--- src/rtl/multicycle_pkg.sv ---
// Shared definitions for the multicycle CPU control FSM and its datapath:
// state encoding, opcodes, ALU operation codes and mux select values.
package multicycle_pkg;

  typedef enum logic [3:0] {
    S_RESET  = 4'd0,
    S_FETCH  = 4'd1,
    S_DECODE = 4'd2,
    S_MEMADR = 4'd3,
    S_MEMRD  = 4'd4,
    S_MEMWB  = 4'd5,
    S_MEMWR  = 4'd6,
    S_REXEC  = 4'd7,
    S_ALUWB  = 4'd8,
    S_ADDIEX = 4'd9,
    S_BRANCH = 4'd10,
    S_JUMP   = 4'd11
  } state_e;

  // Opcodes (IR[31:26])
  localparam logic [5:0] OP_R    = 6'b000000;
  localparam logic [5:0] OP_LW   = 6'b100011;
  localparam logic [5:0] OP_SW   = 6'b101011;
  localparam logic [5:0] OP_BEQ  = 6'b000100;
  localparam logic [5:0] OP_BNE  = 6'b000101;
  localparam logic [5:0] OP_ADDI = 6'b001000;
  localparam logic [5:0] OP_J    = 6'b000010;

  // ALU operation codes
  localparam logic [5:0] ALU_ADD = 6'b000000;
  localparam logic [5:0] ALU_SUB = 6'b000001;

  // ALU A-input select
  localparam logic [1:0] ASRC_PC = 2'd0;
  localparam logic [1:0] ASRC_A  = 2'd1;

  // ALU B-input select
  localparam logic [1:0] BSRC_B       = 2'd0;
  localparam logic [1:0] BSRC_FOUR    = 2'd1;
  localparam logic [1:0] BSRC_IMM     = 2'd2;
  localparam logic [1:0] BSRC_IMM_SH2 = 2'd3;

  // PC source select
  localparam logic [1:0] PCSRC_ALU    = 2'd0;
  localparam logic [1:0] PCSRC_ALUOUT = 2'd1;
  localparam logic [1:0] PCSRC_JUMP   = 2'd2;

  // Register write-data select
  localparam logic [1:0] M2R_ALUOUT = 2'd0;
  localparam logic [1:0] M2R_MDR    = 2'd1;

  // True for every opcode the control FSM knows how to sequence.
  function automatic logic is_legal_op(input logic [5:0] op);
    logic ok;
    case (op)
      OP_R, OP_LW, OP_SW, OP_BEQ, OP_BNE, OP_ADDI, OP_J: ok = 1'b1;
      default:                                           ok = 1'b0;
    endcase
    return ok;
  endfunction

endpackage

--- src/rtl/multicycle_control_retire_counter.sv ---
// Retired-instruction counter: increments when enabled, wraps naturally,
// cleared by the asynchronous active-low reset.
module retire_counter #(
  parameter int W = 32
) (
  input  logic         clk,
  input  logic         rst_n,
  input  logic         en_i,
  output logic [W-1:0] count_o
);

  logic [W-1:0] count_q;
  logic [W-1:0] count_d;

  // Next count: +1 when a retirement is signalled, otherwise hold.
  always_comb begin
    if (en_i) begin
      count_d = count_q + {{(W-1){1'b0}}, 1'b1};
    end else begin
      count_d = count_q;
    end
  end

  // Count register with asynchronous clear.
  always_ff @(posedge clk or negedge rst_n) begin
    if (!rst_n) begin
      count_q <= '0;
    end else begin
      count_q <= count_d;
    end
  end

  assign count_o = count_q;

endmodule

--- src/rtl/multicycle_control.sv ---
// Main control FSM of the multicycle CPU. Outputs are decoded from the
// registered state (plus Op/Funct/mem_ready where a state needs them), so an
// asynchronous reset clears every control strobe immediately.
module multicycle_control #(
  parameter int         CNT_W   = 32,
  parameter logic [5:0] ALU_ADD = 6'b000000,
  parameter logic [5:0] ALU_SUB = 6'b000001
) (
  input  logic             clk,
  input  logic             reset,
  input  logic [5:0]       Op,
  input  logic [5:0]       Funct,
  input  logic             mem_ready,
  output logic [1:0]       ALUSrcA,
  output logic [1:0]       ALUSrcB,
  output logic [5:0]       ALUOp,
  output logic [1:0]       PCSource,
  output logic [1:0]       PCWrite,
  output logic [1:0]       MemtoReg,
  output logic [1:0]       IRWrite,
  output logic [1:0]       PCWriteCond,
  output logic             BranchSel,
  output logic             RegWrite,
  output logic             MemRead,
  output logic             MemWrite,
  output logic             IorD,
  output logic             RegDst,
  output logic             illegal,
  output logic [CNT_W-1:0] retired,
  output logic [3:0]       state_dbg
);

  import multicycle_pkg::*;

  state_e state_q;
  state_e state_d;
  logic   rdst_q;
  logic   rdst_d;
  logic   retire_en;

  // Next-state selection.
  always_comb begin
    state_d = state_q;
    case (state_q)
      S_RESET:  state_d = S_FETCH;
      S_FETCH: begin
        if (mem_ready) begin
          state_d = S_DECODE;
        end else begin
          state_d = S_FETCH;
        end
      end
      S_DECODE: begin
        case (Op)
          OP_LW, OP_SW:   state_d = S_MEMADR;
          OP_R:           state_d = S_REXEC;
          OP_BEQ, OP_BNE: state_d = S_BRANCH;
          OP_ADDI:        state_d = S_ADDIEX;
          OP_J:           state_d = S_JUMP;
          default:        state_d = S_FETCH;
        endcase
      end
      S_MEMADR: begin
        // Op is stable from IR; anything other than lw/sw abandons the instruction.
        if (Op == OP_LW) begin
          state_d = S_MEMRD;
        end else if (Op == OP_SW) begin
          state_d = S_MEMWR;
        end else begin
          state_d = S_FETCH;
        end
      end
      S_MEMRD: begin
        if (mem_ready) begin
          state_d = S_MEMWB;
        end else begin
          state_d = S_MEMRD;
        end
      end
      S_MEMWB:  state_d = S_FETCH;
      S_MEMWR: begin
        if (mem_ready) begin
          state_d = S_FETCH;
        end else begin
          state_d = S_MEMWR;
        end
      end
      S_REXEC:  state_d = S_ALUWB;
      S_ALUWB:  state_d = S_FETCH;
      S_ADDIEX: state_d = S_ALUWB;
      S_BRANCH: state_d = S_FETCH;
      S_JUMP:   state_d = S_FETCH;
      default:  state_d = S_FETCH;
    endcase
  end

  // Destination-register flag: captured when entering write-back, rd for R-type.
  always_comb begin
    if (state_d == S_ALUWB) begin
      rdst_d = (state_q == S_REXEC);
    end else begin
      rdst_d = rdst_q;
    end
  end

  // An instruction retires when a completing state hands back to fetch.
  always_comb begin
    if ((state_d == S_FETCH) &&
        (state_q inside {S_MEMWB, S_MEMWR, S_ALUWB, S_BRANCH, S_JUMP})) begin
      retire_en = 1'b1;
    end else begin
      retire_en = 1'b0;
    end
  end

  // State and RegDst flag registers.
  always_ff @(posedge clk or negedge reset) begin
    if (!reset) begin
      state_q <= S_RESET;
      rdst_q  <= 1'b0;
    end else begin
      state_q <= state_d;
      rdst_q  <= rdst_d;
    end
  end

  // Datapath control decode from the current state.
  always_comb begin
    ALUSrcA     = ASRC_PC;
    ALUSrcB     = BSRC_B;
    ALUOp       = ALU_ADD;
    PCSource    = PCSRC_ALU;
    PCWrite     = 2'b00;
    MemtoReg    = M2R_ALUOUT;
    IRWrite     = 2'b00;
    PCWriteCond = 2'b00;
    BranchSel   = 1'b0;
    RegWrite    = 1'b0;
    MemRead     = 1'b0;
    MemWrite    = 1'b0;
    IorD        = 1'b0;
    RegDst      = 1'b0;
    illegal     = 1'b0;
    case (state_q)
      S_FETCH: begin
        MemRead = 1'b1;
        ALUSrcB = BSRC_FOUR;
        // IR and PC latch only in the cycle the instruction word arrives.
        if (mem_ready) begin
          IRWrite = 2'b01;
          PCWrite = 2'b01;
        end else begin
          IRWrite = 2'b00;
          PCWrite = 2'b00;
        end
      end
      S_DECODE: begin
        ALUSrcB = BSRC_IMM_SH2;
        illegal = ~is_legal_op(Op);
      end
      S_MEMADR, S_ADDIEX: begin
        ALUSrcA = ASRC_A;
        ALUSrcB = BSRC_IMM;
      end
      S_MEMRD: begin
        MemRead = 1'b1;
        IorD    = 1'b1;
      end
      S_MEMWB: begin
        RegWrite = 1'b1;
        MemtoReg = M2R_MDR;
      end
      S_MEMWR: begin
        MemWrite = 1'b1;
        IorD     = 1'b1;
      end
      S_REXEC: begin
        ALUSrcA = ASRC_A;
        ALUOp   = Funct;
      end
      S_ALUWB: begin
        RegWrite = 1'b1;
        RegDst   = rdst_q;
      end
      S_BRANCH: begin
        ALUSrcA     = ASRC_A;
        ALUOp       = ALU_SUB;
        PCWriteCond = 2'b01;
        PCSource    = PCSRC_ALUOUT;
        BranchSel   = Op[0];
      end
      S_JUMP: begin
        PCWrite  = 2'b01;
        PCSource = PCSRC_JUMP;
      end
      default: begin
        ALUOp = ALU_ADD;
      end
    endcase
  end

  retire_counter #(
    .W (CNT_W)
  ) u_retire_counter (
    .clk     (clk),
    .rst_n   (reset),
    .en_i    (retire_en),
    .count_o (retired)
  );

  assign state_dbg = state_q;

endmodule

--- config.mk ---
export PLATFORM = sky130hd
export DESIGN_NAME = multicycle_control
export DESIGN_NICKNAME = d
export VERILOG_FILES = /design/src/rtl/multicycle_pkg.sv /design/src/rtl/multicycle_control_retire_counter.sv /design/src/rtl/multicycle_control.sv
export SDC_FILE = /design/constraint.sdc
export NUM_CORES = 1
export LEC_CHECK = 0
export ABC_AREA = 1
export CAP_MARGIN = 25
export CORE_UTILIZATION = 45
export CTS_BUF_LIST = sky130_fd_sc_hd__clkbuf_8
export DETAILED_ROUTE_END_ITERATION = 10
export PLACE_DENSITY = 0.79
export SKIP_LAST_GASP = 1
export SYNTH_ARGS = -nofsm -noshare
export SYNTH_HDL_FRONTEND = slang
export SYNTH_SLANG_ARGS = --single-unit
--- constraint.sdc ---
create_clock -name clk -period 2 [get_ports clk]
set_input_delay 0.6 -clock clk [delete_from_list [all_inputs] [get_ports clk]]
set_output_delay 0.6 -clock clk [all_outputs]
set_load 0.01 [all_outputs]
After elaboration in Yosys (flattened, before gate mapping)
Cells that the tools add are included.
{ "word_totals": {"mem_bits_ro": 0, "mem_count": 0, "elab_cells": 62, "inputBits": 15, "latch_bits": 0, "register_bits": 37, "ram_bits": 0, "output_inout_bits": 63} }
{ "classes": {"magnitude_cmp": 0, "shifts": 0, "n_mux": 26, "n_div": 0, "addsub": 1, "n_eq_ne": 19, "multipliers": 0, "bitwise_logic": 1, "reduce_logical": 12} }
{ "op_table": {"columns": ["op", "count"], "rows": [
  ["$add 32x1->32 const B", 1],
  ["$pmux 4 s6", 1],
  ["$eq 4x4->1 const B", 5],
  ["$pmux 4 s5", 1],
  ["$eq 4x3->1 const B", 4],
  ["$mux 1", 16],
  ["$reduce_or 2->1", 7],
  ["$eq 6x3->1 const B", 2],
  ["$eq 6x6->1 const B", 2],
  ["$pmux 6 s2", 1],
  ["$mux 3", 3],
  ["$eq 4x1->1 const B", 2],
  ["$eq 4x2->1 const B", 2],
  ["$reduce_or 7->1", 1],
  ["$eq 6x2->1 const B", 1],
  ["$eq 6x4->1 const B", 1],
  ["$logic_not 6->1", 1],
  ["$pmux 2 s3", 1],
  ["$reduce_bool 5->1", 1],
  ["$pmux 2 s2", 1],
  ["$reduce_or 4->1", 1],
  ["$mux 2", 1],
  ["$pmux 1 s2", 1],
  ["$logic_and 1x1->1", 1],
  ["$not 1->1", 1]
]} }

Logic depth before layout (Yosys ltp)
Gate-level depths: netlist (run 1).
{ "depth": {"ltp_word": 7, "mapped_depth": 13} }

Hierarchy
From an unflattened synthesis (run 1), not the netlist that was laid out.
{ "unflattened": {"hier_cells": 344, "hier_area_um2": 2384.8} }
{ "by_module_without_submodules": {"columns": ["module", "cells_per_inst", "area_per_inst_um2", "instances"], "rows": [
  ["retire_counter", 229, 1761.7, 1],
  ["multicycle_control", 115, 623.1, 1]
]} }

Worst setup path before layout (run 1)
Ideal clock, no wire load.
{ "synth_timing": {"path_type": "flip-flop to output port", "from": "register state_q[3] (netlist: state_dbg[3])", "to": "output port illegal", "required_time_ns": 1.400, "path_buffers": 0, "stages_incl_launch_ff": 6, "slack_ns": 0.031, "t_arrival_ns": 1.369, "path_cell_list": "dfrtp_1 > nor2_2 > inv_2 > nor2_2 > inv_1 > nor4_1"} }
{ "synth_between": {"elab_chain_cells": 2} }
{ "synth_lines": {"columns": ["element", "line_no", "source"], "rows": [
  ["from (decl)", "multicycle_control.sv:35", "state_e state_q;"],
  ["from (signal assigned)", "multicycle_control.sv:122", "state_q <= state_d;"],
  ["$eq 4x2->1", "multicycle_control.sv:144", "case (state_q)"],
  ["$mux 1", "multicycle_control.sv:144", null],
  ["to (decl)", "multicycle_control.sv:28", "output logic illegal,"]
]} }
Every way passes these cells.

Worst setup path in the final report (run 1)
{ "layout_timing": {"from": "register state_q[0] (netlist: state_dbg[0])", "to": "output port ALUOp[3]"} }
{ "layout_between": {"elab_chain_cells": 2, "elab_cells_between_ends": 3} }
{ "layout_lines": {"columns": ["element", "line_no", "source"], "rows": [
  ["$eq 4x4->1 or $eq 4x3->1 (tied branches)", "multicycle_control.sv:144", null],
  ["$pmux 6 s2 (*)", "multicycle_control.sv:144", null],
  ["to (decl)", "multicycle_control.sv:16", "output logic [5:0] ALUOp,"]
]} }
Every way passes the cells marked *; elsewhere a longest branch is shown, timed or not.

==> results of run 1 <==
## sequential cells by signal (all words and copies together) (netlist names)
signal and count:
rdst_q 1, u_retire_counter.count_o 32, state_dbg 4
## worst register-to-register path, delay by kind of cell, from the launching register on
kind	cells	cell delay, ns
buffers and inverters	4	0.58
AND/OR/NAND/NOR	5	0.51
flip-flops	1	0.52
AO/OA/AOI/OAI	1	0.29
## layout make-up
type                            instances  area (sq um)  share of cell area
Multi-Input combinational cell        361          1907              0.4190
Timing Repair Buffer                  151          1329              0.2920
Sequential cell                        37         927.1              0.2037
Inverter                               45         181.4             0.03987
Tap cell                               75         93.84             0.02062
Clock buffer                            5         68.82             0.01512
Clock inverter                          3         43.79            0.009623
## logic make-up after synthesis
family / Yosys count
AOI/OAI and AO/OA: 5
xor gates and xnor gates: 15
adders and majority gates: 1
buffers and inverters: 64
DFF: 37
other: 1
and+or+nand+nor: 335
## metal layers
metal  up-vias  GRT usage  share of wire
met1      1695     0.3753           0.40
met2       179     0.5273           0.51
met4         0    0.07895          0.022
met3        29    0.04556          0.064
li1       1739          -              -
met5         -          0              0
## cell usage in the layout (no fill, tap or decap), types with 6 or more instances in the layout
cell type and instances:
clkbuf_2 6, buf_6 22, nand2_1 163, inv_2 9, nor2_4 17, nand3_1 19, nor2_1 58, inv_1 33
buf_2 15, nand3b_1 10, xor2_1 10, nand4_1 38, dfrtp_1 36, buf_4 59, nor2_2 8, nand2_4 6
clkdlybuf4s50_1 38
## report_power, final
part	total, mW	switching [mW]	internal [mW]	leakage, nW
combinational	1.67	0.885	0.781	1.73
sequential	0.864	0.0699	0.794	0.507
clock	0.673	0.299	0.374	0.0585
## stage by stage
step                hold WS [ns]  instances
floorplan                 0.3044        462
global placement          0.5035        647
detailed placement        0.5188        648
CTS                       0.2456        674
global route              0.2737        677
finish                    0.2363        677
## how the worst max path moves through the flow
stage	start	end	slack [ns]	depth (start not counted)
6_report	state_dbg[0]	ALUOp[3]	-0.23	7
5_1_grt	state_dbg[0]	ALUOp[3]	-0.22	7
4_1_cts	Op[3]	illegal	-0.19	7
3_5_place_dp	Op[4]	illegal	-0.78	6
3_3_place_gp	Op[0]	u_retire_counter.count_o[31]	-0.83	10
2_1_floorplan	state_dbg[3]	illegal	0.03	5
## timing repair
| item | in CTS | in global routing |
|---|---|---|
| pin swaps | 15 | 26 |
| setup buffers | 16 | 6 |
| gates resized for setup | 134 | 76 |
| cloned | 2 | 0 |
| setup endpoints to repair | 56 | 55 |
==> results.sh, run 1 <==
export IMPL_outcome="finished, violations left"
export IMPL_violations="setup timing"
export IMPL_synth_top_cell_area_share=0.3233
export IMPL_ios=78
export IMPL_clock_latency_ns=0.30
export IMPL_design_die_area_sq_mm=0.006687
export IMPL_post_route_util=0.7552
export IMPL_num_rows=28
export IMPL_ys_async_sr_fraction=1.000
export IMPL_clock_path_buffers=2
export IMPL_fin_area_sq_mm=0.004551
export IMPL_hold_buffers=0
export IMPL_slew_viol_final=0
export IMPL_synthSimpleGateAreaFrac=0.5155
export IMPL_synth_ff_type="dfrtp_1"
export IMPL_yosysSeqAreaShare=0.3233
export IMPL_synth_seq_cells=37
export IMPL_total_power_mw=3.203
export IMPL_yosysMostFrequentCell="nand2_1"
export IMPL_synthAdderAreaFrac=0.004369
export IMPL_drt_iter0_drc=312
export IMPL_dp_hpwl_um=6781
export IMPL_drt_pre_antenna_iters=5
export IMPL_syn_to_final_growth_pct=58.89
export IMPL_synthTopCellsByCount="173 x nand2_1, 73 x nor2_1, 39 x inv_1"
export IMPL_grt_overflow=0
export IMPL_cp_cell_sequence="buf_6 > nand2_8 > nor2_4 > buf_6 > inv_6 > nor2_1 > buf_2"
export IMPL_start_util=0.4753
export IMPL_core_region_area_sq_mm=0.006026
export IMPL_path_common_cell="buf_6"
export IMPL_synth_edff_count=0
export IMPL_finalSetupViolations=18
export IMPL_final_hold_viol_count=0
export IMPL_reg2reg_from="state_dbg[1]"
export IMPL_fin_skew_ns=0.01481
export IMPL_grt_pass1_wl_um=15240
export IMPL_numClockSinks=37
export IMPL_antenna_left=0
export IMPL_numCtsBuffers=5
export IMPL_finalWeightedCongestion=0.9716
export IMPL_finalCriticalPeriod_ns=2.230
export IMPL_via_per_inst=5.380
export IMPL_slowest_delay_ns=0.43
export IMPL_drive_gt1_frac=0.2924
export IMPL_final_nets=617
export IMPL_critPathTopFamily="buffers and inverters"
export IMPL_rsz0062_at_grt="yes"
export IMPL_post_route_drc_count=0
export IMPL_ys_warn_count=0
export IMPL_synth_cell_types=29
export IMPL_clockRootBuffer="clkbuf_8"
export IMPL_grtUsageTotal=0.2983
export IMPL_die_x_um=81.78
export IMPL_end_kind="output pin"
export IMPL_tns_ns=-1.281
export IMPL_grt_start_max_net_pins=22
export IMPL_synth_compound_area_frac=0.01005
export IMPL_min_period_over_period=1.115
export IMPL_yosys_area_share_xor_xnor=0.04587
export IMPL_synth_area_leader_cell="dfrtp_1"
export IMPL_setup_ws_ns=-0.2301
export IMPL_wl_um=10380
export IMPL_synthMuxAreaShare=0
export IMPL_diodes=0
export IMPL_synth_avg_cell_area_sq_um=6.253
export IMPL_cts_tree="built"
export IMPL_path_class="flop to output pin"
export IMPL_path_max_fanout=7
export IMPL_vias=3642
export IMPL_crit_required_ns=1.40
export IMPL_worst_hold_path_type="primary input to async pin"
export IMPL_peakVddDrop_uv=525.4
export IMPL_synth_cells=458
export IMPL_reg2reg_to="u_retire_counter.count_o[11]"
export IMPL_start_kind="flop"
export IMPL_slowest_stage="dfrtp_1"
export IMPL_ctsHtreeMaxLevel=2
export IMPL_cap_violations=0
export IMPL_preCtsSetupSlack_ns=-0.7762
export IMPL_io_buffers=72
export IMPL_fillers=446
export IMPL_power_density_mw_per_mm2=703.8
export IMPL_power_leakage_nw=2.296
export IMPL_max_freq_mhz=448.4
export IMPL_worstPathArrival_ns=1.63
export IMPL_synth_area_sq_mm=0.002864
export IMPL_r2r_slack_ns=0.01
export IMPL_synth_top_cells_by_area="dfrtp_1 32%, nand2_1 23%, nor2_1 9.6%, nand4_1 8.3%, inv_1 5.1%"
export IMPL_die_h_um=81.78
export IMPL_r2r_cells=10
export IMPL_grt_pass1_vias=3328
export IMPL_wl_per_cell_um=15.33
export IMPL_grt_antenna_before_repair=0
export IMPL_crit_buf_inv=4
export IMPL_synth_top_family_by_area="simple AND/OR/NAND/NOR gates"
export IMPL_clk_pin_slew_ns=0.09
export IMPL_placed_area_sq_mm=0.004040
Power figures use the tool's default switching activity.
==> run 2: changes to the inputs <==
- CELL_PAD_IN_SITES_DETAIL_PLACEMENT: not set -> 0
- CELL_PAD_IN_SITES_GLOBAL_PLACEMENT: not set -> 1
- CORE_UTILIZATION: 45 -> 34
- PLACE_DENSITY: 0.79 -> 0.86
==> run 2 against run 1 <==
  * The flow still finishes with violations (setup timing)
  * Cell count rose by 5.6%
  * Global-route usage down 7.8 points
  * Sequential cell count is the same
  * Clock skew decreased by 0.0095 ns
  * Register-to-register slack worse by 0.08 ns
  * Sequential power shrank 2%
  * Hold slack is essentially flat
  * Largest cell class unchanged
==> results.sh, run 2 (synthesized netlist as in run 1, its figures left out) <==
export IMPL_outcome="finished, violations left"
export IMPL_violations="setup timing"
export IMPL_power_leakage_nw=2.384
export IMPL_p_seq_frac=0.267
export IMPL_die_h_um=93.78
export IMPL_wl_per_cell_um=14.10
export IMPL_cp_cell_sequence="buf_6 > buf_6 > nand2_8 > nor2_4 > buf_6 > buf_4 > nand2_2 > nand2_1 > buf_2"
export IMPL_slew_viol_final=0
export IMPL_largest_reg_flops=32
export IMPL_grtUsageTotal=0.2207
export IMPL_num_rows=33
export IMPL_grt_start_max_net_pins=23
export IMPL_grt_pass1_wl_um=15480
export IMPL_ios=78
export IMPL_switching_share=0.3866
export IMPL_max_freq_mhz=471.2
export IMPL_cts_tree="built"
export IMPL_seq_area_sq_um=927.1
export IMPL_grt_antenna_before_repair=0
export IMPL_clock_latency_ns=0.29
export IMPL_worstPathArrival_ns=1.52
export IMPL_gr_usage_met1=0.2815
export IMPL_start_kind="flop"
export IMPL_grt_overflow=0
export IMPL_rsz0062_at_grt="yes"
export IMPL_numClockSinks=37
export IMPL_final_hold_viol_count=0
export IMPL_path_common_cell="buf_6"
export IMPL_setup_ws_ns=-0.1222
export IMPL_finalCriticalPeriod_ns=2.122
export IMPL_final_cell_mix="136 x nand2_1, 61 x nor2_1, 57 x buf_4"
export IMPL_power_switching_mw=1.229
export IMPL_post_route_drc_count=0
export IMPL_power_density_mw_per_mm2=668.9
export IMPL_clock_path_buffers=2
export IMPL_syn_to_final_growth_pct=65.97
export IMPL_vias=3505
export IMPL_fin_skew_ns=0.005299
export IMPL_wl_um=10080
export IMPL_grt_pass1_vias=3275
export IMPL_cap_violations=0
export IMPL_worst_hold_path_type="primary input to async pin"
export IMPL_total_power_mw=3.179
export IMPL_via_per_inst=4.902
export IMPL_end_kind="output pin"
export IMPL_power_internal_mw=1.950
export IMPL_start_util=0.3503
export IMPL_io_buffers=72
export IMPL_clockRootBuffer="clkbuf_8"
export IMPL_crit_required_ns=1.40
export IMPL_diodes=0
export IMPL_post_route_util=0.5814
export IMPL_pwr_share_comb=0.571
export IMPL_peakVddDrop_uv=486.9
export IMPL_clk_pin_slew_ns=0.08
export IMPL_min_period_over_period=1.061
export IMPL_design_die_area_sq_mm=0.008795
export IMPL_final_nets=625
export IMPL_grt_busiest_layer="met2"
export IMPL_antenna_left=0
export IMPL_die_x_um=93.78
export IMPL_use_met3=0.03074
export IMPL_timing_hold_ws_ns=0.2366
export IMPL_clockPowerShare=0.162
export IMPL_slowest_delay_ns=0.41
export IMPL_multiInputGateArea_sq_mm=0.001956
export IMPL_ctsHtreeMaxLevel=2
export IMPL_placed_area_sq_mm=0.004078
export IMPL_finalWeightedCongestion=0.9053
export IMPL_dp_hpwl_um=7015
export IMPL_final_common_cell="nand2_1"
export IMPL_path_max_fanout=4
export IMPL_drt_pre_antenna_iters=5
export IMPL_path_class="flop to output pin"
export IMPL_fillers=770
export IMPL_drt_iter0_drc=163
export IMPL_finalSetupViolations=42
export IMPL_slowest_stage="dfrtp_1"
export IMPL_numCtsBuffers=5
export IMPL_core_region_area_sq_mm=0.008175
export IMPL_grtUsageMet2=0.3869
export IMPL_drive_gt1_frac=0.3377
export IMPL_fin_area_sq_mm=0.004753
## run 2: cell types whose count changed in the layout (fill, tap and decap cells not counted), sizes merged
cell	previous run	this run
clkdlybuf4s15	2	1
clkbuf	11	14
buf	101	107
inv	45	46
bufinv	1	0
## run 2: what timing repair did
action,CTS,global route
setup endpoints to repair,56,54
resized for setup,147,94
pin swaps,19,27
gates cloned,1,3
buffers inserted,19,9
hold buffers,0,0
## run 2: area by class of cell
| type | instances | area share |
|---|---|---|
| clock buffer | 5 | 0.01448 |
| clock inverter | 3 | 0.002895 |
| inverter | 45 | 0.03817 |
| multi-input combinational | 361 | 0.4114 |
| sequential | 37 | 0.1951 |
| tap | 105 | 0.02764 |
| timing repair buffer | 159 | 0.3103 |
## run 2: worst paths after layout
check | to | cells after the start | start | slack (ns)
worst max-delay path | ALUOp[0] | 9 | state_dbg[0] | -0.12
worst min-delay path | u_retire_counter.count_o[15] | 1 | reset | 0.24
worst max register to register | u_retire_counter.count_o[6] | 15 | state_dbg[0] | -0.07
worst min register to register | u_retire_counter.count_o[31] | 2 | u_retire_counter.count_o[31] | 0.54
max in group asynchronous | state_dbg[1] | 2 | reset | 1.29
min in group clk | u_retire_counter.count_o[31] | 2 | u_retire_counter.count_o[31] | 0.54
## run 2: worst max-delay path, delay by kind of cell, from the launching register on
family | cells | cell delay [ns]
simple gates | 4 | 0.20
flops | 1 | 0.41
buf+inv | 5 | 0.61
## run 2: power by group through the flow
stage               logic (mW)  clock network [mW]  registers (mW)
floorplan                0.561                   0           0.873
global placement          1.22                   0           0.852
detailed placement        1.30                   0           0.855
CTS                       1.62               0.523           0.845
global route              1.94               0.553           0.855
finish                    1.81               0.515           0.849
## run 2: through the flow
step | setup WS [ns] | std cells | TNS (ns)
after floorplan | 0.03124 | 462 | 0
after global placement | -0.8674 | 677 | -32.69
after detailed placement | -0.8351 | 678 | -26.41
after CTS | -0.2201 | 706 | -1.821
after global routing | -0.1658 | 715 | -5.668
final | -0.1222 | 715 | -2.231
## run 2: layer usage
| metal | up-vias | wire length [um] |
|---|---|---|
| met5 | - | 0 |
| met4 | 0 | 123 |
| met3 | 12 | 322 |
| met2 | 85 | 5170 |
| met1 | 1661 | 4466 |
| li1 | 1747 | - |
